[src/rtl/seven_seg_scan.sv]
// Multiplexed seven-segment display scanner with shadow-registered digit data,
// leading-zero suppression and selectable segment/anode polarity.
module seven_seg_scan #(
    parameter int NUM_DIGITS     = 4,
    parameter int REFRESH_DIV    = 50000,
    parameter int ACTIVE_LOW_SEG = 1,
    parameter int ACTIVE_LOW_AN  = 1
) (
    input  logic                    clk,
    input  logic                    rst_n,
    input  logic                    load,
    input  logic [4*NUM_DIGITS-1:0] data_in,
    input  logic [NUM_DIGITS-1:0]   dp_in,
    input  logic                    blank_lz,
    input  logic                    enable,
    output logic [6:0]              seg_out,
    output logic                    dp_out,
    output logic [NUM_DIGITS-1:0]   an_out,
    output logic                    frame_done
);

    localparam int CNT_W = $clog2(REFRESH_DIV);
    localparam int IDX_W = (NUM_DIGITS > 1) ? $clog2(NUM_DIGITS) : 1;

    localparam logic [CNT_W-1:0]      CNT_TC   = CNT_W'(REFRESH_DIV - 1);
    localparam logic [IDX_W-1:0]      IDX_LAST = IDX_W'(NUM_DIGITS - 1);
    localparam logic [6:0]            SEG_OFF  = (ACTIVE_LOW_SEG != 0) ? 7'h7F : 7'h00;
    localparam logic                  DP_ON    = (ACTIVE_LOW_SEG != 0) ? 1'b0 : 1'b1;
    localparam logic [NUM_DIGITS-1:0] AN_NONE  = (ACTIVE_LOW_AN != 0) ? '1 : '0;

    logic [CNT_W-1:0]        cnt_q;
    logic [IDX_W-1:0]        idx_q;
    logic [4*NUM_DIGITS-1:0] data_q;
    logic [NUM_DIGITS-1:0]   dp_q;

    logic                    terminal;
    logic                    wrap;
    logic [3:0]              cur_nib;
    logic                    cur_dp;
    logic                    lz_blank;
    logic                    zero_above;
    logic [NUM_DIGITS-1:0]   an_sel;
    logic [6:0]              seg_next;

    // Glyph table stored in active-low form; inverted below for active-high panels.
    function automatic logic [6:0] glyph_low(input logic [3:0] nib);
        logic [6:0] g;
        case (nib)
            4'h0: g = 7'h40;
            4'h1: g = 7'h79;
            4'h2: g = 7'h24;
            4'h3: g = 7'h30;
            4'h4: g = 7'h19;
            4'h5: g = 7'h12;
            4'h6: g = 7'h02;
            4'h7: g = 7'h78;
            4'h8: g = 7'h00;
            4'h9: g = 7'h18;
            4'hA: g = 7'h08;
            4'hB: g = 7'h03;
            4'hC: g = 7'h46;
            4'hD: g = 7'h21;
            4'hE: g = 7'h06;
            default: g = 7'h0E;
        endcase
        return g;
    endfunction

    assign terminal = (cnt_q == CNT_TC);
    assign wrap     = terminal && (idx_q == IDX_LAST);

    // Walk from the most significant digit down so zero_above reflects nibbles i..N-1.
    always_comb begin
        cur_nib    = 4'h0;
        cur_dp     = 1'b0;
        lz_blank   = 1'b0;
        zero_above = 1'b1;
        an_sel     = '0;
        for (int i = NUM_DIGITS - 1; i >= 0; i--) begin
            zero_above = zero_above && (data_q[4*i +: 4] == 4'h0);
            if (idx_q == IDX_W'(i)) begin
                cur_nib   = data_q[4*i +: 4];
                cur_dp    = dp_q[i];
                an_sel[i] = 1'b1;
                lz_blank  = blank_lz && zero_above && (i > 0);
            end
        end
    end

    always_comb begin
        seg_next = SEG_OFF;
        if (enable && !lz_blank) begin
            seg_next = (ACTIVE_LOW_SEG != 0) ? glyph_low(cur_nib) : ~glyph_low(cur_nib);
        end
    end

    always_ff @(posedge clk or negedge rst_n) begin
        if (!rst_n) begin
            cnt_q      <= '0;
            idx_q      <= '0;
            data_q     <= '0;
            dp_q       <= '0;
            frame_done <= 1'b0;
            seg_out    <= SEG_OFF;
            dp_out     <= ~DP_ON;
            an_out     <= AN_NONE;
        end else begin
            cnt_q <= terminal ? '0 : cnt_q + 1'b1;
            if (terminal) begin
                idx_q <= wrap ? '0 : idx_q + 1'b1;
            end
            if (load) begin
                data_q <= data_in;
                dp_q   <= dp_in;
            end
            frame_done <= wrap;
            seg_out    <= seg_next;
            dp_out     <= (enable && cur_dp) ? DP_ON : ~DP_ON;
            if (!enable) begin
                an_out <= AN_NONE;
            end else begin
                an_out <= (ACTIVE_LOW_AN != 0) ? ~an_sel : an_sel;
            end
        end
    end

endmodule

[config.mk]
export PLATFORM = sky130hd
export DESIGN_NAME = seven_seg_scan
export DESIGN_NICKNAME = d
export VERILOG_FILES = /design/src/rtl/seven_seg_scan.sv
export SDC_FILE = /design/constraint.sdc
export NUM_CORES = 1
export LEC_CHECK = 0
export CAP_MARGIN = 20
export CORE_AREA = 2 2 88 90
export CTS_CLUSTER_DIAMETER = 40
export CTS_CLUSTER_SIZE = 30
export DETAILED_ROUTE_END_ITERATION = 8
export DIE_AREA = 0 0 90 92
export GPL_TIMING_DRIVEN = 0
export HOLD_SLACK_MARGIN = 0.06
export PLACE_DENSITY_LB_ADDON = 0.25
export SETUP_SLACK_MARGIN = 0.2
export SLEW_MARGIN = 10
export SYNTH_ARGS = -nofsm -noshare
export SYNTH_HDL_FRONTEND = slang
export SYNTH_SLANG_ARGS = --single-unit
[constraint.sdc]
create_clock -name clk -period 2.3 [get_ports clk]
set_input_delay 0.345 -clock clk [delete_from_list [all_inputs] [get_ports clk]]
set_output_delay 0.345 -clock clk [all_outputs]
set_load 0.01 [all_outputs]
Word level (Yosys, flattened, before mapping)
Memories as Yosys holds them, arrays and structs flattened. Cells that the tools add are included.

ROM bits: 112. Logic and storage cells: 50. Output and inout bits: 13. Input bits: 25. Memories: 1. Flip-flop bits (word level): 51.

Muxes and demuxes: 21. Reduce and logical (&&, ||, !) cells: 13. Equal/unequal tests: 4. Bitwise gates (word level): 1. Add/subtract/negate cells: 2.

Memory list: (name not given) (words 16, width 7, read ports 1, clocked after Yosys merged registers in 0, wr ports 0, line 48) `case (nib)`.

Operators with widths (count): 4-bit two-way mux (5); 16-bit by 1-bit adder with 16-bit output (second input constant) (1); 16-bit equality test (second input constant) (1); 16-bit two-way mux (1); 1-bit two-way mux (13); 4-bit logical NOT (3); 1-bit logical AND (8); 7-bit two-way mux (1); 2-bit equality test (second input constant) (2); 4-bit inverter (1); 2-bit by 1-bit adder with 2-bit output (second input constant) (1); 2-bit by 1-bit equality test with 1-bit output (second input constant) (1); 2-bit logical NOT (1); 2-bit two-way mux (1); 1-bit logical NOT (1).

Depth between registers and ports, before layout
Gate-level depths: netlist of run 1.

Depth after elaboration: 9. Depth in mapped cells: 11. Gate-level depth less buffers: 10.

Worst setup path before layout of run 1
OpenSTA, ideal clock, no wires.

Path kind: register to register. Start point: reg idx_q[0]. End point: reg seg_out[3]. Buffers on the path: 1. Period minus slack after synthesis: 2.352 ns. Library setup time: 0.083 ns. Setup slack: -0.052 ns. Data required time: 2.217 ns. Stages on the path, launching flop included: 11. Data arrival time: 2.269 ns. Cell sequence: dfrtp_1 > inv_1 > ha_1 > buf_2 > a21oi_1 > a22oi_1 > inv_1 > ha_1 > a211o_1 > o211ai_2 > nand2_1.

Longest elaborated chain between the ends: 8. Elaborated cells on any way between the ends: 16. Classes of those cells: 3 x eq/ne; 9 x mux; 3 x reduce/logical; 1 x memory.

Ends and longest elaborated chain: from (decl) (line 32) `logic [IDX_W-1:0] idx_q;`; from (signal assigned) (line 110) `idx_q <= wrap ? '0 : idx_q + 1'b1;`; parallel branches: the longest is 7 deep, another holds memory 16 x 7 bit; 7-bit two-way mux * (line 92) `if (enable && !lz_blank) begin`; named net seg_next[3] (line 43) `logic [6:0] seg_next;`; to (signal assigned) (line 117) `seg_out <= seg_next;`; to (decl) (line 16) `output logic [6:0] seg_out,`.

Mark *: on every way through the listed nets, which the timed path passes. A chain may end at the register's enable or synchronous reset.

Worst setup path after layout of run 1
Same ends and word-level chain as after synthesis.

==> results of run 1 <==
cell usage in the layout, fill, tap and decap left out, drive strengths merged, types with 3 or more instances in the layout:
cell type      instances
dfstp                 12
nor3                   3
nand2                 21
mux2i                  4
nor2b                  3
and3                   3
a21oi                  4
nor4                   4
o211ai                 4
nor2                  15
clkbuf                11
dfrtp                 39
mux2                  16
inv                   11
clkdlybuf4s50         35
o21ai                  9
nand3                 14
buf                   21
xnor2                  4
ha                    11
xor2                  10
a221oi                 3
area by class of cell:
type,instances,area (um2)
plain buffers,8,63.8
clock buffers,8,80.1
fillers,730,4100
inverters,11,46.3
multi-input cells,150,1230
flip-flops and latches,51,1290
well taps,102,128
repair buffers,52,507
power by group:
part	leakage [uW]	internal [uW]	switching (uW)
sequential	0.000610	960	32.9
clock	0.0000395	217	288
combinational	0.000740	163	127
total	0.00139	1340	448
cell usage after synthesis, types with 2 or more instances:
cell,number
sky130_fd_sc_hd__nor2b_1,3
sky130_fd_sc_hd__nor3_1,2
sky130_fd_sc_hd__and3_1,3
sky130_fd_sc_hd__mux2_2,16
sky130_fd_sc_hd__ha_1,11
sky130_fd_sc_hd__o221ai_1,2
sky130_fd_sc_hd__xor2_1,10
sky130_fd_sc_hd__dfstp_2,12
sky130_fd_sc_hd__inv_1,11
sky130_fd_sc_hd__clkbuf_1,3
sky130_fd_sc_hd__a221o_1,2
sky130_fd_sc_hd__o21ai_0,7
sky130_fd_sc_hd__nand4_1,2
sky130_fd_sc_hd__o211ai_1,3
sky130_fd_sc_hd__nand3_1,14
sky130_fd_sc_hd__buf_2,2
sky130_fd_sc_hd__o21ai_1,2
sky130_fd_sc_hd__a21oi_1,4
sky130_fd_sc_hd__buf_6,2
sky130_fd_sc_hd__mux2i_1,4
sky130_fd_sc_hd__nand2_1,21
sky130_fd_sc_hd__dfrtp_1,39
sky130_fd_sc_hd__xnor2_1,4
sky130_fd_sc_hd__nor3b_2,2
sky130_fd_sc_hd__nor2_1,15
sky130_fd_sc_hd__nor4_1,4
repair_timing:
item                                    4_1_cts  5_1_grt
hold buffers                                  1        0
pin swaps                                     5        5
endpoints found under the hold margin        18        0
endpoints found under the setup margin        6        6
setup buffers                                 9        5
resized for setup                            15       10
state kept, by name (all words and copies together) (netlist names):
signal / cells
cnt_q: 16
data_q: 16
seg_out: 7
an_out: 4
dp_q: 4
idx_q: 2
dp_out: 1
frame_done: 1
path summary, 6_finish.rpt:
kind,startpoint,endpoint,slack (ns),depth (start not counted)
setup / recovery,idx_q[0],seg_out[3],0.18,10
hold / removal,load,dp_q[2],0.48,2
setup reg to reg,idx_q[0],seg_out[3],0.18,10
hold reg to reg,cnt_q[0],cnt_q[0],0.49,1
max in group asynchronous,rst_n,an_out[3],1.16,3
min in group asynchronous,rst_n,cnt_q[9],0.54,2
per-stage QoR:
step	TNS, ns	area (um2)	instances	power [uW]	worst slack [ns]
finish	0	3350	382	1790	0.177
global route	0	3350	382	1870	0.0675
CTS	0	3270	377	1800	0.164
detailed placement	-0.0321	3040	359	1280	-0.0321
global placement	-26.91	3020	358	1270	-0.659
floorplan	0	2530	220	1150	0.211
critical path, cell delays in order (launching register included):
cell and delay (ns):
sky130_fd_sc_hd__dfrtp_2 0.45, sky130_fd_sc_hd__inv_4 0.06, sky130_fd_sc_hd__ha_4 0.16, sky130_fd_sc_hd__buf_6 0.13, sky130_fd_sc_hd__a221o_1 0.35, sky130_fd_sc_hd__a22o_4 0.26
sky130_fd_sc_hd__inv_4 0.07, sky130_fd_sc_hd__ha_4 0.21, sky130_fd_sc_hd__a211o_1 0.23, sky130_fd_sc_hd__o211ai_2 0.07, sky130_fd_sc_hd__nand2_1 0.07
cell families (layout without fill, tap and decap cells):
family	Yosys count	after routing	synth area share [%]
muxes	20	20	8.79
AOI/OAI and AO/OA	33	33	10.5
and+or+nand+nor	72	72	15.1
buffers and inverters	19	79	3.70
adders and majority gates	11	11	5.49
DFF	51	51	51.5
xor gates and xnor gates	14	14	4.89
routing by layer:
layer	up-vias	GRT usage, %	wire length [um]
li1	896	-	-
met1	915	17.4	2380
met2	43	22.7	2660
met3	5	2.55	174
met4	0	4.62	62
met5	-	0	0
==> PnR_summary.wiki, run 1 <==
{| class="wikitable"
! Metric !! Value
|-
| Status || finished, final reports clean
|-
| Hold Fails Final Rpt || 0
|-
| Top-area cell type share of the netlist area || 39.0%
|-
| Max_cap viols || 0
|-
| TritonCTS Sinks || 51
|-
| Number of DRC violations after detailed routing || 0
|-
| Gr ovfl total || 0
|-
| Actual slew at the worst max-slew pin || 0.555 ns
|-
| Number of enable-type register cells in the synthesized netlist || 0
|-
| Element type at the critical path start || flip-flop
|-
| Boundary Pins || 38
|-
| Library cell with the largest summed area after synthesis || sky130_fd_sc_hd__dfrtp_1
|-
| Number of global-route vias before repair || 1804
|-
| Antenna violations before repair || 0
|-
| Period minus WS final || 2.12 ns
|-
| Level count of the clock H-tree || 2
|-
| Setup repair after global routing missed its margin || yes
|-
| CTS buffer count || 5
|-
| Post-Syn Nets || 256
|-
| Final worst clock skew || 0.00597 ns
|-
| Detailed Route WL || 5270 um
|-
| Number of instances in the synthesized netlist || 220
|-
| Die Outline Area || 8280 um2
|-
| Count of yosys warnings during synthesis || 0
|-
| Overall via count from detail_route || 1859
|-
| Dpl hpwl || 3670 um
|-
| Relative area change from synthesis to final layout || 33.7%
|-
| Number of distinct library cell variants in the gate-level netlist after synthesis || 46
|-
| Maximum number of pins on one net before global-route repair || 32
|-
| DRT Pass-1 Iters || 4
|-
| CP required || 2.53 ns
|-
| Average wire per cell in the routed design || 13.8 um
|-
| Number of buffers inserted by port buffering || 36
|-
| CP Capture Type || flip-flop
|-
| Die span in x || 90 um
|-
| Antenna cells || 0
|-
| Number of failing setup endpoints in the final timing report || 0
|-
| Achievable Freq || 0.471 GHz
|-
| Min Hold Slack || 0.480 ns
|-
| Class of the tightest hold or removal check || in2reg
|-
| Worst rel slew slack || 63.0%
|-
| First-pass GRT wire length || 8880 um
|-
| P per Cell Area || 534 nW/um2
|-
| Post-Syn Area || 2500 um2
|-
| Starting density of the core || 33.6%
|-
| Part of the Yosys area used for sequential elements || 51.5%
|-
| Data arrival time of the critical path || 2.35 ns
|-
| Share of the clock period used by the worst path after layout || 92.3%
|-
| Ratio of routed vias to standard cells || 4.87
|-
| Num rows || 32
|-
| Post-route ant nets || 0
|-
| Mean post-synth cell area || 11.4 um2
|-
| Total routing usage reported by global routing || 13.5%
|-
| Core Util, Final || 45.0%
|-
| Worst Setup Path Type || reg2reg
|-
| Static leakage || 0.00139 uW
|-
| Clock latency of the later-clocked register in the worst-skew pair || 0.30 ns
|-
| Prevailing post-synth register cell || sky130_fd_sc_hd__dfrtp_1
|-
| CTS clk-pin slew, worst paths || 0.09 ns
|-
| Largest fanout on the critical path || 6
|-
| Share of layout cells above drive strength 1 || 28.2%
|-
| CTS tree || built
|-
| Root buffer selected by CTS || sky130_fd_sc_hd__clkbuf_8
|-
| Core Box Area || 7450 um2
|-
| Drt first-iter violations || 89
|-
| Die Ht || 92 um
|-
| Largest cells by area after synthesis || sky130_fd_sc_hd__dfrtp_1 (39%), sky130_fd_sc_hd__dfstp_2 (13%), sky130_fd_sc_hd__mux2_2 (7.2%), sky130_fd_sc_hd__ha_1 (5.5%), sky130_fd_sc_hd__xor2_1 (3.5%)
|-
| Synthesis-stage register bit count || 51
|-
| Global placement routability congestion || 0.797
|-
| Number of slew-limit violations in the final report || 0
|-
| Async SR Flop Fraction || 100%
|-
| Worst-case vdd ir drop || 0.269 mV
|-
| Clock tree buffer depth || 2
|-
| Number of nets at the end of the flow || 315
|}
No activity file was read; power rests on OpenSTA's default activity.
==> run 2, diff against run 1 <==
- CORE_AREA: 2 2 88 90 -> 3 3 89 91
- CTS_CLUSTER_DIAMETER: 40 -> 60
- DIE_AREA: 0 0 90 92 -> 0 0 92 94
- TNS_END_PERCENT: unset -> 5
==> PnR_summary.wiki, run 2 (synthesized netlist as in run 1, its figures left out) <==
{| class="wikitable"
! Metric !! Value
|-
| Status || finished, final reports clean
|-
| Number of buffers inserted by port buffering || 36
|-
| TritonCTS Sinks || 51
|-
| Post-route insts no fill || 374
|-
| Post-route ant nets || 0
|-
| Part of the total power dissipated in combinational logic || 15.9%
|-
| Bufs and invs on worst path || 3
|-
| Combined flip-flop and latch cell area || 1290 um2
|-
| Die Ht || 94 um
|-
| Relative area change from synthesis to final layout || 29.1%
|-
| Detailed Route WL || 5030 um
|-
| Share of the clock period used by the worst path after layout || 95.1%
|-
| Final worst clock skew || 0.00431 ns
|-
| Most prevalent standard cell on the critical path || sky130_fd_sc_hd__ha_4
|-
| Boundary Pins || 38
|-
| DRT Pass-1 Iters || 4
|-
| Maximum number of pins on one net before global-route repair || 28
|-
| Placed instance count || 356
|-
| Die span in x || 92 um
|-
| Clock latency of the later-clocked register in the worst-skew pair || 0.30 ns
|-
| Root buffer selected by CTS || sky130_fd_sc_hd__clkbuf_8
|-
| Static leakage || 0.00136 uW
|-
| Number of inserted filler cells in the final layout || 707
|-
| P per Cell Area || 547 nW/um2
|-
| CP required || 2.52 ns
|-
| Num rows || 31
|-
| Internal power || 1340 uW
|-
| Ratio of routed vias to standard cells || 4.77
|-
| Fraction of power consumed by the clock network || 28.1%
|-
| Largest fanout on the critical path || 7
|-
| Number of slew-limit violations in the final report || 0
|-
| Antenna violations before repair || 0
|-
| Period minus WS final || 2.19 ns
|-
| Total power draw || 1770 uW
|-
| Highest cell delay on the worst timing path || 0.42 ns
|-
| Number of DRC violations after detailed routing || 0
|-
| Worst Setup Path Type || reg2reg
|-
| Worst rel slew slack || 61.4%
|-
| Clock tree buffer depth || 2
|-
| Starting density of the core || 34.7%
|-
| Element type at the critical path start || flip-flop
|-
| Share of layout cells above drive strength 1 || 26.2%
|-
| Setup repair after global routing missed its margin || yes
|-
| Min Hold Slack || 0.486 ns
|-
| Leading cell type in the layout, fill and taps excluded || sky130_fd_sc_hd__dfrtp_1
|-
| Worst-case vdd ir drop || 0.326 mV
|-
| Number of nets at the end of the flow || 310
|-
| CTS tree || built
|-
| Class of the tightest hold or removal check || reg2reg
|-
| Fin worst setup slack || 0.112 ns
|-
| Die Outline Area || 8650 um2
|-
| Net switching component of the power || 435 uW
|-
| CTS clk-pin slew, worst paths || 0.09 ns
|-
| Global placement routability congestion || 0.819
|-
| Commonest cells after routing, fill and taps aside || sky130_fd_sc_hd__dfrtp_1 (39), sky130_fd_sc_hd__clkdlybuf4s50_1 (35), sky130_fd_sc_hd__nand2_1 (21), sky130_fd_sc_hd__mux2_2 (16), sky130_fd_sc_hd__nor2_1 (15)
|-
| Data arrival time of the critical path || 2.41 ns
|-
| Worst-path cell with the longest stage delay || sky130_fd_sc_hd__dfrtp_1
|-
| Switching power as a share of total power || 24.6%
|-
| Level count of the clock H-tree || 2
|-
| Dpl hpwl || 3720 um
|-
| Core Util, Final || 44.8%
|-
| Achievable Freq || 0.457 GHz
|-
| Total routing usage reported by global routing || 13.0%
|-
| Footprint of the multi-input gates || 1190 um2
|-
| Hold Fails Final Rpt || 0
|-
| Number of failing setup endpoints in the final timing report || 0
|-
| Antenna cells || 0
|-
| Overall via count from detail_route || 1784
|-
| First-pass GRT wire length || 8900 um
|-
| Average wire per cell in the routed design || 13.4 um
|-
| Number of global-route vias before repair || 1846
|-
| Largest registers || cnt_q: 16 flops, data_q: 16 flops, seg_out: 7 flops
|-
| Drt first-iter violations || 65
|-
| CP Capture Type || flip-flop
|-
| Part of the total power dissipated in sequential elements || 56.0%
|-
| Core Box Area || 7210 um2
|-
| Pre-CTS setup slack || -0.00749 ns
|-
| CTS buffer count || 5
|-
| Actual slew at the worst max-slew pin || 0.579 ns
|-
| Kind of cell with the highest combined delay on the critical path || compound AO/OA/AOI/OAI gates
|-
| Max_cap viols || 0
|-
| Gr ovfl total || 0
|-
| Worst path cell trace || inv_2 > ha_4 > buf_6 > nor2b_2 > a221o_1 > a22o_4 > inv_4 > ha_4 > a211o_1 > o211ai_2 > nand2_1
|}
==> run 2: worst paths after layout <==
| kind | from | end | slack (ns) | cells after the start |
|---|---|---|---|---|
| worst max-delay path | idx_q[0] | seg_out[3] | 0.11 | 11 |
| max in group asynchronous | rst_n | seg_out[3] | 1.13 | 3 |
| min in group asynchronous | rst_n | data_q[9] | 0.56 | 2 |
| worst min register to register | cnt_q[0] | cnt_q[0] | 0.49 | 1 |
| worst min-delay path | cnt_q[0] | cnt_q[0] | 0.49 | 1 |
| worst max register to register | idx_q[0] | seg_out[3] | 0.11 | 11 |
==> run 2: stage by stage <==
stage	area, um2	setup TNS [ns]
after floorplan	2530	0
after global placement	3020	-26.08
after detailed placement	3030	-0.00749
after CTS	3230	0
after global routing	3230	0
final	3230	0
==> run 2: worst register-to-register path: stages, from the launching register on <==
cell and delay (ns):
sky130_fd_sc_hd__dfrtp_1 0.42, sky130_fd_sc_hd__inv_2 0.13, sky130_fd_sc_hd__ha_4 0.16, sky130_fd_sc_hd__buf_6 0.12, sky130_fd_sc_hd__nor2b_2 0.06, sky130_fd_sc_hd__a221o_1 0.32, sky130_fd_sc_hd__a22o_4 0.26, sky130_fd_sc_hd__inv_4 0.07
sky130_fd_sc_hd__ha_4 0.20, sky130_fd_sc_hd__a211o_1 0.24, sky130_fd_sc_hd__o211ai_2 0.07, sky130_fd_sc_hd__nand2_1 0.07
==> run 2: final cells by class <==
class                           instances  area share (%)
Clock buffer                            8            2.48
Buffer                                  8            1.74
Sequential cell                        51            39.9
Timing Repair Buffer                   47            14.0
Inverter                               11            1.35
Tap cell                               99            3.83
Multi-Input combinational cell        150            36.7
==> run 2: per-layer routing <==
layer / wire length (um) / GRT usage [%]
met2: 2410 / 20.8
met5: 0 / 0
met4: 70 / 4.58
met3: 191 / 2.96
met1: 2350 / 17.2
==> run 2: power by group through the flow <==
stage | clock network, uW | registers, uW | logic, uW
after floorplan | 0 | 1010 | 139
after global placement | 0 | 1010 | 263
after detailed placement | 0 | 1010 | 270
after CTS | 518 | 992 | 285
after global routing | 547 | 999 | 312
final | 497 | 992 | 281
==> run 2: timing repair <==
action,4_1_cts,5_1_grt
endpoints found under the setup margin,6,7
cloned,0,0
pin swaps,5,2
buffers inserted,9,0
resized for setup,10,4
hold buffers,1,0
endpoints found under the hold margin,13,0
